### config.mk
export PLATFORM = sky130hd
export DESIGN_NAME = lcd_timing
export DESIGN_NICKNAME = d
export VERILOG_FILES = /design/src/rtl/video_types_pkg.sv /design/src/rtl/lcd_timing.sv
export SDC_FILE = /design/constraint.sdc
export NUM_CORES = 1
export LEC_CHECK = 0
export ABC_CLOCK_PERIOD_IN_PS = 3800
export CAP_MARGIN = 20
export CORE_MARGIN = 8
export CORE_UTILIZATION = 53
export DETAILED_ROUTE_END_ITERATION = 8
export GPL_ROUTABILITY_DRIVEN = 0
export PLACE_DENSITY_LB_ADDON = 0.1
export SYNTH_ARGS = -nofsm -noshare
export SYNTH_HDL_FRONTEND = slang
export SYNTH_SLANG_ARGS = --single-unit
### constraint.sdc
create_clock -name clk -period 3.8 [get_ports clk]
set_input_delay 0.38 -clock clk [delete_from_list [all_inputs] [get_ports clk]]
set_output_delay 0.38 -clock clk [all_outputs]
set_load 0.02 [all_outputs]
### src/rtl/video_types_pkg.sv
// Shared video constants, register addresses and PPU mode encoding for the
// scanline timing generator and the renderer downstream of it.
package video_types;

  localparam int unsigned DOTS_PER_LINE   = 456;
  localparam int unsigned LINES_PER_FRAME = 154;
  localparam int unsigned VISIBLE_LINES   = 144;
  localparam int unsigned OAM_DOTS        = 80;
  localparam int unsigned XFER_DOTS       = 172;

  localparam logic [15:0] STAT_ADDR = 16'hFF41;
  localparam logic [15:0] LY_ADDR   = 16'hFF44;
  localparam logic [15:0] LYC_ADDR  = 16'hFF45;

  typedef enum logic [1:0] {
    HBLANK   = 2'd0,
    VBLANK   = 2'd1,
    OAM_SCAN = 2'd2,
    TRANSFER = 2'd3
  } lcd_mode_t;

endpackage

### src/rtl/lcd_timing.sv
// Dot/line timing generator: PPU mode, drawline/frame strobes, VBlank and STAT
// interrupts, and the STAT/LY/LYC registers.
module lcd_timing #(
  parameter int unsigned DOTS_PER_LINE   = video_types::DOTS_PER_LINE,
  parameter int unsigned LINES_PER_FRAME = video_types::LINES_PER_FRAME,
  parameter int unsigned VISIBLE_LINES   = video_types::VISIBLE_LINES,
  parameter int unsigned OAM_DOTS        = video_types::OAM_DOTS,
  parameter int unsigned XFER_DOTS       = video_types::XFER_DOTS
) (
  input  logic        clk,
  input  logic        reset,
  input  logic        lcd_enable,
  input  logic [15:0] reg_addr,
  input  logic        reg_wr,
  input  logic        reg_rd,
  input  logic [7:0]  reg_wdata,
  output logic [7:0]  reg_rdata,
  output logic        reg_oe,
  output logic        drawline,
  output logic        frame_start,
  output logic [1:0]  mode,
  output logic [7:0]  ly,
  output logic        vblank_irq,
  output logic        stat_irq
);
  import video_types::*;

  logic [8:0] dot_q, dot_d;
  logic [7:0] ly_q, ly_d;
  logic [7:0] lyc_q, lyc_d;
  logic [3:0] en_q, en_d;
  logic       active_q, active_d;
  lcd_mode_t  mode_q, mode_d;
  logic       drawline_q, drawline_d;
  logic       frame_start_q, frame_start_d;
  logic       vblank_q, vblank_d;
  logic       cond_q, cond_d;
  logic       coin, cond;

  // Mode and strobes are computed from the next dot/ly so the registered
  // outputs line up with the counter values of the same cycle.
  always_comb begin
    active_d = lcd_enable;
    dot_d    = '0;
    ly_d     = '0;
    if (lcd_enable && active_q) begin
      if (dot_q == 9'(DOTS_PER_LINE - 1)) begin
        ly_d = (ly_q == 8'(LINES_PER_FRAME - 1)) ? '0 : ly_q + 8'd1;
      end else begin
        dot_d = dot_q + 9'd1;
        ly_d  = ly_q;
      end
    end

    mode_d = HBLANK;
    if (active_d) begin
      if (ly_d >= 8'(VISIBLE_LINES))               mode_d = VBLANK;
      else if (dot_d < 9'(OAM_DOTS))               mode_d = OAM_SCAN;
      else if (dot_d < 9'(OAM_DOTS + XFER_DOTS))   mode_d = TRANSFER;
      else                                         mode_d = HBLANK;
    end

    drawline_d    = active_d && (ly_d < 8'(VISIBLE_LINES)) && (dot_d == 9'(OAM_DOTS));
    frame_start_d = active_d && (ly_d == '0) && (dot_d == '0);
    vblank_d      = active_d && (ly_d == 8'(VISIBLE_LINES)) && (dot_d == '0);
  end

  always_comb begin
    en_d  = en_q;
    lyc_d = lyc_q;
    if (reg_wr && reg_addr == STAT_ADDR) en_d  = reg_wdata[6:3];
    if (reg_wr && reg_addr == LYC_ADDR)  lyc_d = reg_wdata;
  end

  // Gated by active_q so a disabled LCD never raises STAT.
  always_comb begin
    coin   = (ly_q == lyc_q);
    cond   = active_q & ((en_q[3] & coin) |
                         (en_q[2] & (mode_q == OAM_SCAN)) |
                         (en_q[1] & (mode_q == VBLANK)) |
                         (en_q[0] & (mode_q == HBLANK)));
    cond_d = cond;
  end

  always_ff @(posedge clk or posedge reset) begin
    if (reset) begin
      dot_q         <= '0;
      ly_q          <= '0;
      lyc_q         <= '0;
      en_q          <= '0;
      active_q      <= 1'b0;
      mode_q        <= HBLANK;
      drawline_q    <= 1'b0;
      frame_start_q <= 1'b0;
      vblank_q      <= 1'b0;
      cond_q        <= 1'b0;
    end else begin
      dot_q         <= dot_d;
      ly_q          <= ly_d;
      lyc_q         <= lyc_d;
      en_q          <= en_d;
      active_q      <= active_d;
      mode_q        <= mode_d;
      drawline_q    <= drawline_d;
      frame_start_q <= frame_start_d;
      vblank_q      <= vblank_d;
      cond_q        <= cond_d;
    end
  end

  always_comb begin
    reg_oe    = 1'b0;
    reg_rdata = '0;
    if (reg_rd) begin
      case (reg_addr)
        STAT_ADDR: begin reg_oe = 1'b1; reg_rdata = {1'b1, en_q, coin, mode_q}; end
        LY_ADDR:   begin reg_oe = 1'b1; reg_rdata = ly_q;  end
        LYC_ADDR:  begin reg_oe = 1'b1; reg_rdata = lyc_q; end
        default:   begin reg_oe = 1'b0; reg_rdata = '0;    end
      endcase
    end
  end

  assign drawline    = drawline_q;
  assign frame_start = frame_start_q;
  assign vblank_irq  = vblank_q;
  assign stat_irq    = cond & ~cond_q;
  assign mode        = mode_q;
  assign ly          = ly_q;

endmodule

# Yosys cells after proc, flatten, opt, wreduce, memory -nomap -nowiden
# Index checks and enable logic that the tools add are counted.
# totals
reg_bits	36
input_bits	29
output_inout_bits	23
wordCells	62
# classes
add_sub_neg	2
n_lt_le_gt_ge	4
eq_ne	10
mux	13
bitwise_logic	10
reduce_logical	13
# op_table
op	n
== test 16 bit (second input constant)	3
2-to-1 mux 8 bit	4
one-hot mux 8 bit (3 select lines)	1
2-to-1 mux 9 bit	2
== test 8 bit (second input constant)	2
adder 9 x 1 -> 9 bit (second input constant)	1
== test 9 x 7 -> 1 bit (second input constant)	1
== test 9 bit (second input constant)	1
logical AND 1 bit	9
zero test 9 bit	1
< comparator 9 x 7 -> 1 bit (second input constant)	1
< comparator 9 x 8 -> 1 bit (second input constant)	1
adder 8 x 1 -> 8 bit (second input constant)	1
== test 8 bit	1
>= comparator 8 bit (second input constant)	1
zero test 8 bit	1
< comparator 8 bit (second input constant)	1
2-to-1 mux 2 bit	4
bitwise AND 1 bit	6
bitwise OR 1 bit	3
OR reduction 3 bit	1
== test 2 x 1 -> 1 bit (second input constant)	1
== test 2 bit (second input constant)	1
zero test 2 bit	1
2 further kinds	3

# Depth between registers and ports, before layout
# Gate-level depths: netlist of run 1.
# depth
ltp_word	8
mapped_depth	8

# Worst setup path after synthesis of run 1
# Ideal clock, no wire load.
# synth_path
path_type	register to register
from	reg ly_q[1] (netlist: ly[1])
to	reg vblank_q (netlist: vblank_irq)
setup_ps	96
arrival_time_ps	2417
slack_ps	1287
path_stages_with_launch	9
n_path_buf	0
synth_period_minus_slack_ps	2513
cell_sequence	dfrtp_1 -> inv_1 -> ha_1 -> or4b_1 -> or3_4 -> nand2_2 -> o32ai_2 -> or4_4 -> nor4_2
# synth_between
elab_chain_len	7
elab_cells_between_ends	8
cone_classes	add/sub (1); eq/ne (2); mux (3); reduce/logical (2)
# synth_lines
element	line	text
from (decl)	lcd_timing.sv:29	logic [7:0] ly_q, ly_d;
from (signal assigned)	lcd_timing.sv:99	ly_q <= ly_d;
adder 8 x 1 -> 8 bit or == test 8 bit (tied branches)	lcd_timing.sv:48	ly_d = (ly_q == 8'(LINES_PER_FRAME - 1)) ? '0 : ly_q + 8'd1;
2-to-1 mux 8 bit	lcd_timing.sv:48	
2-to-1 mux 8 bit *	lcd_timing.sv:47	if (dot_q == 9'(DOTS_PER_LINE - 1)) begin
2-to-1 mux 8 bit *	lcd_timing.sv:46	if (lcd_enable && active_q) begin
named net ly_d[1]	lcd_timing.sv:29	
== test 8 bit *	lcd_timing.sv:65	vblank_d = active_d && (ly_d == 8'(VISIBLE_LINES)) && (dot_d == '0);
logical AND 1 bit * (2 in a row)	lcd_timing.sv:65	
named net vblank_d	lcd_timing.sv:36	logic vblank_q, vblank_d;
to (signal assigned)	lcd_timing.sv:106	vblank_q <= vblank_d;
to (decl)	lcd_timing.sv:36	
# The timed path passes the listed nets; every way through them passes the cells marked *.
# A chain may end at the register's enable or synchronous reset.

# Worst setup path in the final report of run 1
# layout_path
from	in reg_addr[1]
to	out reg_rdata[3]
# layout_between
elab_chain_len	3
elab_cells_between_ends	5
cone_classes	eq/ne (3); mux (2)
# layout_lines
element	line	text
from (decl)	lcd_timing.sv:13	input logic [15:0] reg_addr,
== test 16 bit	lcd_timing.sv:115	case (reg_addr)
one-hot mux 8 bit (3 select lines) *	lcd_timing.sv:115	
2-to-1 mux 8 bit *	lcd_timing.sv:114	if (reg_rd) begin
to (decl)	lcd_timing.sv:17	output logic [7:0] reg_rdata,
# Mark *: on every way between the ends. The rest lies on a longest branch, timed or not.

==> results of run 1 <==
## worst max path at each step
stage                         to  slack [ns]  cells after the start         from
finish              reg_rdata[3]        0.27                      8  reg_addr[1]
CTS                 reg_rdata[3]        0.17                      8  reg_addr[1]
floorplan             vblank_irq        1.29                      8        ly[1]
global route        reg_rdata[3]        0.09                      8  reg_addr[1]
global placement    reg_rdata[3]        0.26                      8  reg_addr[1]
detailed placement  reg_rdata[3]        0.19                      8  reg_addr[1]
## metrics by stage
stage | std cells | hold WS (ns) | total power [W] | util, %
2_1_floorplan | 212 | 0.411 | 0.000415 | -
3_3_place_gp | 308 | 0.514 | 0.000455 | 67.5
3_5_place_dp | 308 | 0.524 | 0.000456 | 67.5
4_1_cts | 315 | 0.504 | 0.000745 | 69.9
5_1_grt | 315 | 0.557 | 0.000769 | 70.1
6_report | 315 | 0.490 | 0.000734 | 70.1
## layout by cell type (no fill, tap or decap), types with 5 or more instances in the layout
cell type        netlist  routed
clkdlybuf4s50_1        0      51
dfrtp_1               36      36
nor2_1                24      24
xnor2_1               14      14
nand2_1               13      13
mux2_1                12      12
nand3_1                9       9
nand4_1                8       8
inv_1                  8       8
a21oi_1                8       8
a222oi_1               7       7
clkbuf_8               0       7
nor3_1                 5       5
o21ai_0                5       5
## sequential cells by signal, summed over array words and instances (netlist names)
signal	cells
mode	2
vblank_irq	1
active_q	1
drawline	1
lyc_q	8
en_q	4
dot_q	9
cond_q	1
ly	8
frame_start	1
## area by class of cell
class                   instances  area [um^2]
multi-input cells             162         1150
inverters                       8         30.0
clock buffers                   7         96.3
well taps                      50         62.6
flip-flops and latches         36          901
repair buffers                 52          518
fillers                       310         1180
## per-layer routing
metal / GRT usage [%] / wire length [um]
met5: 0 / 0
met3: 4.63 / 429
met2: 28.1 / 2450
met4: 6.11 / 61
met1: 22.4 / 2360
## cells in the mapped netlist (2+ instances only)
cell type	number	area share (%)
a21oi_1	8	1.9
nand2_2	2	0.59
xor2_1	2	0.82
dfrtp_1	36	42
or3_1	2	0.59
clkbuf_1	2	0.35
nand2_1	13	2.3
nor4_1	2	0.59
mux2i_1	2	0.94
o21a_1	3	1.1
xnor2_1	14	5.8
mux2_1	12	6.4
nor3_1	5	1.2
nand2b_1	3	0.88
o22ai_1	2	0.59
nor4_2	2	1.2
nor2_1	24	4.2
inv_1	8	1.4
nand3_1	9	2.1
and4_1	2	0.82
o21ai_0	5	1.2
nand4_1	8	2.4
and3_1	2	0.59
and2_1	2	0.59
a222oi_1	7	3.3
a31oi_1	2	0.59
nand3b_1	2	0.71
ha_1	3	1.8
a31o_2	2	0.82
buf_6	3	1.6
## tightest hold or removal path, cell delays in order
cell and delay (ns):
clkdlybuf4s50_1 0.39, inv_1 0.05, buf_4 0.38
## power groups by stage
| stage | Combinational (W) | Clock [W] | Sequential, W |
|---|---|---|---|
| detailed placement | 0.0000599 | 0 | 0.000396 |
| global route | 0.0000659 | 0.000314 | 0.000389 |
| CTS | 0.0000601 | 0.000296 | 0.000389 |
| floorplan | 0.0000183 | 0 | 0.000397 |
| finish | 0.0000591 | 0.000287 | 0.000389 |
| global placement | 0.0000595 | 0 | 0.000396 |
## cell families after synthesis
logic type | Yosys count | share of synthesized area, %
compound gates | 39 | 14.0
xor+xnor | 16 | 6.59
fa+ha+maj | 3 | 1.77
buf+inv | 14 | 3.59
flops | 36 | 42.4
mux | 14 | 7.30
simple gates | 90 | 24.4
## timing repair
item / 4_1_cts / 5_1_grt
setup endpoints to repair: 0 / 7
resized for setup: 0 / 1
hold endpoints to repair: 0 / 0
==> summary.md, run 1 <==
| Metric | Value |
|---|---|
| Outcome | complete, no violations |
| Worst-path maximum fanout | 7 |
| Total CTS buffers | 5 |
| Fmax | 283 MHz |
| CTS root buffer | clkbuf_8 |
| N_diodes | 0 |
| Cell count of the worst reg-to-reg path | 7 |
| Avg Inst Size Synth | 10.0 um^2 |
| Post-synthesis async set-or-reset flop share | 100% |
| Port-buffer cells | 51 |
| Via/cell ratio | 5.87 |
| Routed WL | 5300 um |
| Vias in the first global route | 1731 |
| WL per Instance | 16.8 um |
| Dominant synthesized flop cell | dfrtp_1 |
| Drt initial violations | 141 |
| Starting density of the core | 53.9% |
| WP buf/inv | 2 |
| # clock sinks | 36 |
| HPWL Detailed | 4140 um |
| Via count | 1849 |
| Largest net degree at the start of global routing | 37 |
| Gate power share | 8.0% |
| Post-DRT Antenna Nets | 0 |
| Critical-path cell list | clkdlybuf4s50_1 > or4_1 > nor4_2 > nand2_1 > nor2_1 > a222oi_1 > nor2_1 > clkdlybuf4s50_1 |
| RSZ-0062 raised after global routing | no |
| Sequential share of power | 52.9% |
| Minimum clock period | 3.53 ns |
| Sequential fraction of the synthesis area | 42.4% |
| Max rail drop VDD | 0.000265 V |
| Die X | 79.3 um |
| Layout cells sized above 1 | 8.68% |
| Final WS setup | 0.272 ns |
| Final Setup Violations | 0 |
| Period utilization | 92.8% |
| Clk slew on worst S/H paths | 0.06 ns |
| Boundary Pins | 52 |
| Htree depth | 2 |
| Setup Fix Bufs, Post-CTS | 0 |
| Clk pwr share | 39.0% |
| Worst r2r dst | mode[1] |
| Initial antenna violation count | 0 |
| Endpoint class of the critical path | output pin |
| Core Footprint | 3940 um^2 |
| Crit path launch type | input pin |
| CTS Hold Bufs | 0 |
| Switching power | 0.000153 W |
| Max Transition Viols Final | 0 |
| CP required | 3.42 ns |
| Worst Path Arrival | 3.15 ns |
| Overflow after GRT | 0 |
| Rows | 23 |
| Worst-case clock skew | 0.00314 ns |
| Slowest Stage Delay on Critical Path | 0.64 ns |
| Nets | 297 |
| Total Routing Usage GR | 17.6% |
| DP Worst Slack | 0.186 ns |
| Synthesized net count | 244 |
| Post-synth EDFFs | 0 |
| # Max-Cap Violations | 0 |
| Max-slew headroom | 59.9% |
| Mapped Area | 2130 um^2 |
| Die height | 79.3 um |
| Cell Pwr Density | 266 nW/um^2 |
| Crit Reg-Reg Startpoint | dot_q[0] |
| Layout area overhead | 30.0% |
| Clock Path Buffers | 2 |
| Worst hold path type | input pin to asynchronous set/reset pin |
| Reg-to-reg setup timing slack | 1.11 ns |
| P_leak | 1.09 nW |
| Cell Area, Placed | 2660 um^2 |
| CP Class | input pin to output pin |
| Later-pin clock latency in the skew report | 0.28 ns |
| Post-synthesis cell count | 212 |
| Final hold violation count | 0 |
| Top Family by Delay on Critical Path | simple AND/OR/NAND/NOR gates |
| Global-route wire length before repair | 8740 um |
| Yosys warns | 0 |
| Detailed Routing Iterations Pass 1 | 7 |
| Slew at the pin closest to its max-slew limit | 0.599 ns |
| Cell area after layout | 2760 um^2 |
| Number of remaining DRC errors | 0 |
| Slowest CP cell | clkdlybuf4s50_1 |
| Internal Power | 0.000582 W |
| Yosys reg bits | 36 |
| DIE AREA | 6290 um^2 |
| CTS tree | done |
| Distinct cell type count after synthesis | 53 |
| Sw Share | 20.8% |
| Setup TNS | 0 ns |
Note: power is estimated with default switching activity, not from simulation.
==> run 2, diff against run 1 <==
--- a/config.mk
+++ b/config.mk
@@ -7,8 +7,8 @@
 export LEC_CHECK = 0
 export ABC_CLOCK_PERIOD_IN_PS = 3800
 export CAP_MARGIN = 20
-export CORE_MARGIN = 8
 export CORE_UTILIZATION = 53
+export CTS_CLUSTER_SIZE = 20
 export DETAILED_ROUTE_END_ITERATION = 8
 export GPL_ROUTABILITY_DRIVEN = 0
 export PLACE_DENSITY_LB_ADDON = 0.1
==> summary.md, run 2 (synthesized netlist as in run 1, its figures left out) <==
| Metric | Value |
|---|---|
| Largest net degree at the start of global routing | 26 (-30%) |
| Worst-case clock skew | 0.00803 ns (+0.00489 ns) |
| Final hold violation count | 0 (unchanged) |
| WL per Instance | 15.1 um (-10%) |
| Worst hold path type | flop to flop |
| Overflow after GRT | 0 (unchanged) |
| Starting density of the core | 56.8% (+2.9 points) |
| Max reg flops | 9 (unchanged) |
| Crit Reg-Reg Startpoint | dot_q[0] |
| Number of remaining DRC errors | 0 (unchanged) |
| Global-route wire length before repair | 7960 um (-8.9%) |
| Max-slew headroom | 42.1% (-18 points) |
| Crit path launch type | input pin |
| P_leak | 1.12 nW (+2.6%) |
| N_diodes | 0 (unchanged) |
| Vias in the first global route | 1676 (-3.2%) |
| Via count | 1855 (+0.32%) |
| CTS Hold Bufs | 0 (unchanged) |
| RSZ-0062 raised after global routing | no |
| Cell area after layout | 2820 um^2 (+2.2%) |
| Initial antenna violation count | 0 (unchanged) |
| Post-DRT Antenna Nets | 0 (unchanged) |
| Reg-to-reg setup timing slack | 1.09 ns (-0.02 ns) |
| Slew at the pin closest to its max-slew limit | 0.868 ns (+0.268 ns) |
| Core Footprint | 3740 um^2 (-5.0%) |
| Clock Path Buffers | 2 (unchanged) |
| CP Class | input pin to output pin |
| Worst Min Path Start | en_q[1] |
| Worst setup endpoint | reg_rdata[0] |
| Cell Pwr Density | 324 nW/um^2 (+22%) |
| Fmax | 291 MHz (+2.6%) |
| Later-pin clock latency in the skew report | 0.29 ns (about the same) |
| Cell count of the worst reg-to-reg path | 7 (unchanged) |
| Outcome | complete, no violations |
| CTS tree | done |
| Worst r2r dst | frame_start |
| Cell Area, Placed | 2660 um^2 (about the same) |
| Drt initial violations | 150 (+6.4%) |
| Worst Setup SP | reg_addr[1] |
| Final Setup Violations | 0 (unchanged) |
| Port-buffer cells | 51 (unchanged) |
| Layout area overhead | 32.8% |
| Clk slew on worst S/H paths | 0.07 ns (about the same) |
| Total CTS buffers | 5 (unchanged) |
| Via/cell ratio | 5.91 (+0.64%) |
| Rows | 22 (-4.3%) |
| Largest Register | dot_q |
| Setup Fix Bufs, Post-CTS | 0 (unchanged) |
| Routed WL | 4730 um (-11%) |
| DIE AREA | 4270 um^2 (-32%) |
| CP required | 3.42 ns (about the same) |
| # clock sinks | 36 (unchanged) |
| Most common cell after layout, fill and taps aside | clkdlybuf4s50_1 |
| Layout cells sized above 1 | 9.02% (+0.34 points) |
| Die height | 65.3 um (-18%) |
| Htree depth | 2 (unchanged) |
| Most frequent cells in the layout | 51 x clkdlybuf4s50_1, 36 x dfrtp_1, 24 x nor2_1, 14 x xnor2_1, 13 x nand2_1 |
| Endpoint class of the critical path | output pin |
| Layout fillers | 267 (-14%) |
| Total Routing Usage GR | 24.6% (+7.0 points) |
| CTS root buffer | clkbuf_8 |
| # Max-Cap Violations | 0 (unchanged) |
| Boundary Pins | 52 (unchanged) |
| Minimum clock period | 3.44 ns (-0.0902 ns) |
| Die X | 65.3 um (-18%) |
| Max rail drop VDD | 0.000274 V (+3.7%) |
| Detailed Routing Iterations Pass 1 | 8 (+1) |
| Max Transition Viols Final | 0 (unchanged) |
| Period utilization | 90.5% (-2.4 points) |
| Setup TNS | 0 ns (unchanged) |
| Worst Path Arrival | 3.06 ns (-0.09 ns) |
| Worst-path maximum fanout | 7 (unchanged) |
| Nets | 297 (unchanged) |
| HPWL Detailed | 3660 um (-12%) |
==> run 2: repair_timing <==
item / in CTS / in global routing
setup endpoints to repair: 0 / 2
resized for setup: 0 / 1
endpoints found under the hold margin: 0 / 0
==> run 2: how the worst min path moves through the flow <==
stage | end | slack [ns] | cells after the start
4_1_cts | en_q[1] | 0.54 | 1
5_1_grt | en_q[0] | 0.56 | 1
2_1_floorplan | active_q | 0.41 | 0
6_report | en_q[1] | 0.54 | 1
3_5_place_dp | en_q[1] | 0.52 | 1
3_3_place_gp | en_q[1] | 0.52 | 1
==> run 2: metal layers <==
layer	vias up	global-route usage (%)	share of wire (%)	wire (um)
met5	-	0	0	0
met4	0	8.15	1.4	65
met3	8	6.77	9.2	433
met2	90	36.9	45	2150
met1	863	34.3	44	2080
li1	894	-	-	-
==> run 2: worst max-delay path, cell delays in order <==
cell and delay (ns):
clkdlybuf4s50_1 0.39, or4_1 0.53, nor4_2 0.40, nand2_1 0.12, nor2_1 0.37, a222oi_1 0.13, nor2_1 0.11, clkdlybuf4s50_1 0.61
==> run 2: where the power goes <==
group	switching (W)	internal (W)	total, W
combinational	0.0000245	0.0000345	0.0000590
clock	0.000138	0.000328	0.000466
sequential	0.00000306	0.000386	0.000389
==> run 2: through the flow <==
stage               hold slack, ns  setup slack, ns  std cells  power [W]  utilization, %
finish                       0.540            0.362        314   0.000914            75.4
global route                 0.556            0.158        314   0.000940            75.4
CTS                          0.541            0.253        314   0.000923            75.2
detailed placement           0.522            0.261        306   0.000455            71.0
global placement             0.517            0.338        306   0.000455            71.0
floorplan                    0.411             1.29        212   0.000415               -
==> run 2: cell type report <==
cell class	instances	area, um^2	area share [%]
Sequential cell	36	901	31.9
Clock buffer	5	68.8	2.44
Inverter	8	30.0	1.06
Clock inverter	3	90.1	3.19
Timing Repair Buffer	52	518	18.4
Tap cell	48	60.1	2.13
Multi-Input combinational cell	162	1150	40.9
==> run 3, diff against run 2 <==
--- a/config.mk
+++ b/config.mk
@@ -6,7 +6,7 @@
 export NUM_CORES = 1
 export LEC_CHECK = 0
 export ABC_CLOCK_PERIOD_IN_PS = 3800
-export CAP_MARGIN = 20
+export CAP_MARGIN = 10
 export CORE_UTILIZATION = 53
 export CTS_CLUSTER_SIZE = 20
 export DETAILED_ROUTE_END_ITERATION = 8
==> results of run 3 <==
Same layout as run 2: the final DEF is identical, and so are final timing and power.
==> edit (config.mk and constraints of run 1) <==
Register the output `drawline` once more, cleared by the reset; this adds one clock of latency there. The other outputs are not delayed to match.
--- a/src/rtl/lcd_timing.sv
+++ b/src/rtl/lcd_timing.sv
@@ -123,3 +123,9 @@
 
-  assign drawline    = drawline_q;
+  always_ff @(posedge clk or posedge reset) begin
+    if (reset) begin
+      drawline <= '0;
+    end else begin
+      drawline <= drawline_q;
+    end
+  end
   assign frame_start = frame_start_q;
Check against the original RTL: no difference found for any inputs over 10 cycles, from zero or initial values and one cycle with reset high; that may be too few to reach the edited logic, so the function may still have changed.
==> edit against run 1 <==
  * Cell area grew 3.8%
  * Worst setup slack gained 0.060 ns
  * Sequential cell count grew 1
  * Combinational power shrank 3%
  * Die area grew 4.1%
  * Clock skew grew 0.0032 ns
  * Area after synthesis grew 5.1%
  * Power grew 11%
  * Routed wire length grew 10%
  * Critical endpoint is now reg_rdata[5]
  * Highest routed layer unchanged
==> edit: results (changes against run 1) <==
* CP top delay family: simple AND/OR/NAND/NOR gates
* R2r endpoint: drawline_q
* Final HPWL from detailed placement at 4480 um (+8.2%)
* First-pass GRT wire length at 9630 um (+10%)
* Most frequent cells after synthesis: 37 x dfrtp_1, 23 x nor2_1, 16 x nand2_1, 16 x xnor2_1, 12 x nand4_1
* Met1 wire length at 2490 um (+5.5%)
* Worst r2r src: dot_q[1]
* Met2 usage at 29.9% (+1.8 points)
* Gate power share at 7.0% (-1.0 points)
* Final Net Count at 311 (+4.7%)
* Drt wl/cell at 17.7 um (+5.0%)
* Sequential power at 0.000400 W (+3%)
* Pre-antenna DRT Iters at 9 (+2)
* Worst relative slew slack at 55.3% (-4.5 points)
* Total Routing Usage GR at 18.6% (+1.0 points)
* Synth top area cells: dfrtp_1 41%, xnor2_1 6.3%, mux2_2 5.0%, nor2_1 3.9%, nand4_1 3.4%
* R2r setup slk at 1.30 ns (+0.19 ns)
* WHS Path Cells at 0
* Compound-cell area share of the yosys netlist at 13.3% (-0.68 points)
* NetSw at 0.000171 W (+12%)
* Top Layer Used: met4
* Critical path fanouts, max at 7 (unchanged)
* Worst min-delay path class: reg2reg
* Vias in the first global route at 1924 (+11%)
* Mux cell area share after synthesis at 7.39% (+0.092 points)
* Hold path startpoint: drawline_q
* FF-to-FF path depth at 7 (unchanged)
* 1st-iter DRT viols at 142 (+0.71%)
* P_leak at 1.12 nW (+2.8%)
* DR vias at 2016 (+9.0%)
* Placed Cells at 322 (+4.5%)
* Setup_tns at 0 ns (unchanged)
* Outcome: finished clean
* Setup Slack @ Placement at 0.363 ns (+0.177 ns)
* PD cells at 284 nW/um2 (+6.8%)
* Clock-pin slew on the worst setup and hold paths at 0.08 ns (+0.02 ns)
* Met3 Use GR at 4.75% (+0.12 points)
* Worst path max stage delay at 0.63 ns
* Largest net degree at the start of global routing at 38 (+2.7%)
* Register area share after synthesis at 41.4% (-0.94 points)
* Peak supply drop at 212 uV (-20%)
* Synth Area in XOR/XNOR at 7.45% (+0.85 points)
* Layout cells sized above 1 at 9.29% (+0.61 points)
* Met2 WL at 2830 um (+15%)
* Mapped Avg Cell Area at 9.63 um2 (-3.9%)
* Final hold slack at 0.364 ns (-0.126 ns)
* DP Area at 2750 um2 (+3.3%)
* CP arrival at 3.09 ns (-0.06 ns)
* Adder-Cell Fraction of Synth Area at 1.68% (-0.086 points)
* Flip-flop count of the largest register after layout at 9 (unchanged)
* DRT Wirelength at 5830 um (+10%)
* Met1 GRT Util at 23.9% (+1.5 points)
* Wire length on met3 at 438 um (+2.1%)
* Clock Path Buffers at 2 (unchanged)
* Number of buffers created by CTS at 5 (unchanged)
* Synthesized Nets at 264 (+8.2%)
* Clock skew at 0.00632 ns (+0.00319 ns)
edit: final cells by class:
cell class / count / area, um2
repair buffers: 53 / 526
flip-flops and latches: 37 / 926
inverters: 5 / 18.8
fillers: 327 / 1160
clock inverters: 2 / 37.5
clock buffers: 6 / 82.6
well taps: 50 / 62.6
multi-input cells: 177 / 1220
edit: worst max path at each step:
| stage | cells past startpoint | slack [ns] | end |
|---|---|---|---|
| after floorplan | 6 | 1.22 | reg_rdata[2] |
| after global placement | 9 | 0.41 | reg_rdata[2] |
| after detailed placement | 9 | 0.36 | reg_rdata[4] |
| after CTS | 9 | 0.34 | reg_rdata[4] |
| after global routing | 9 | 0.17 | reg_rdata[1] |
| final | 9 | 0.33 | reg_rdata[5] |
edit: cell families after synthesis:
group,count (synthesis)
simple gates,99
flops,37
buf+inv,18
fa+ha+maj,3
compound gates,41
mux,15
xor+xnor,19
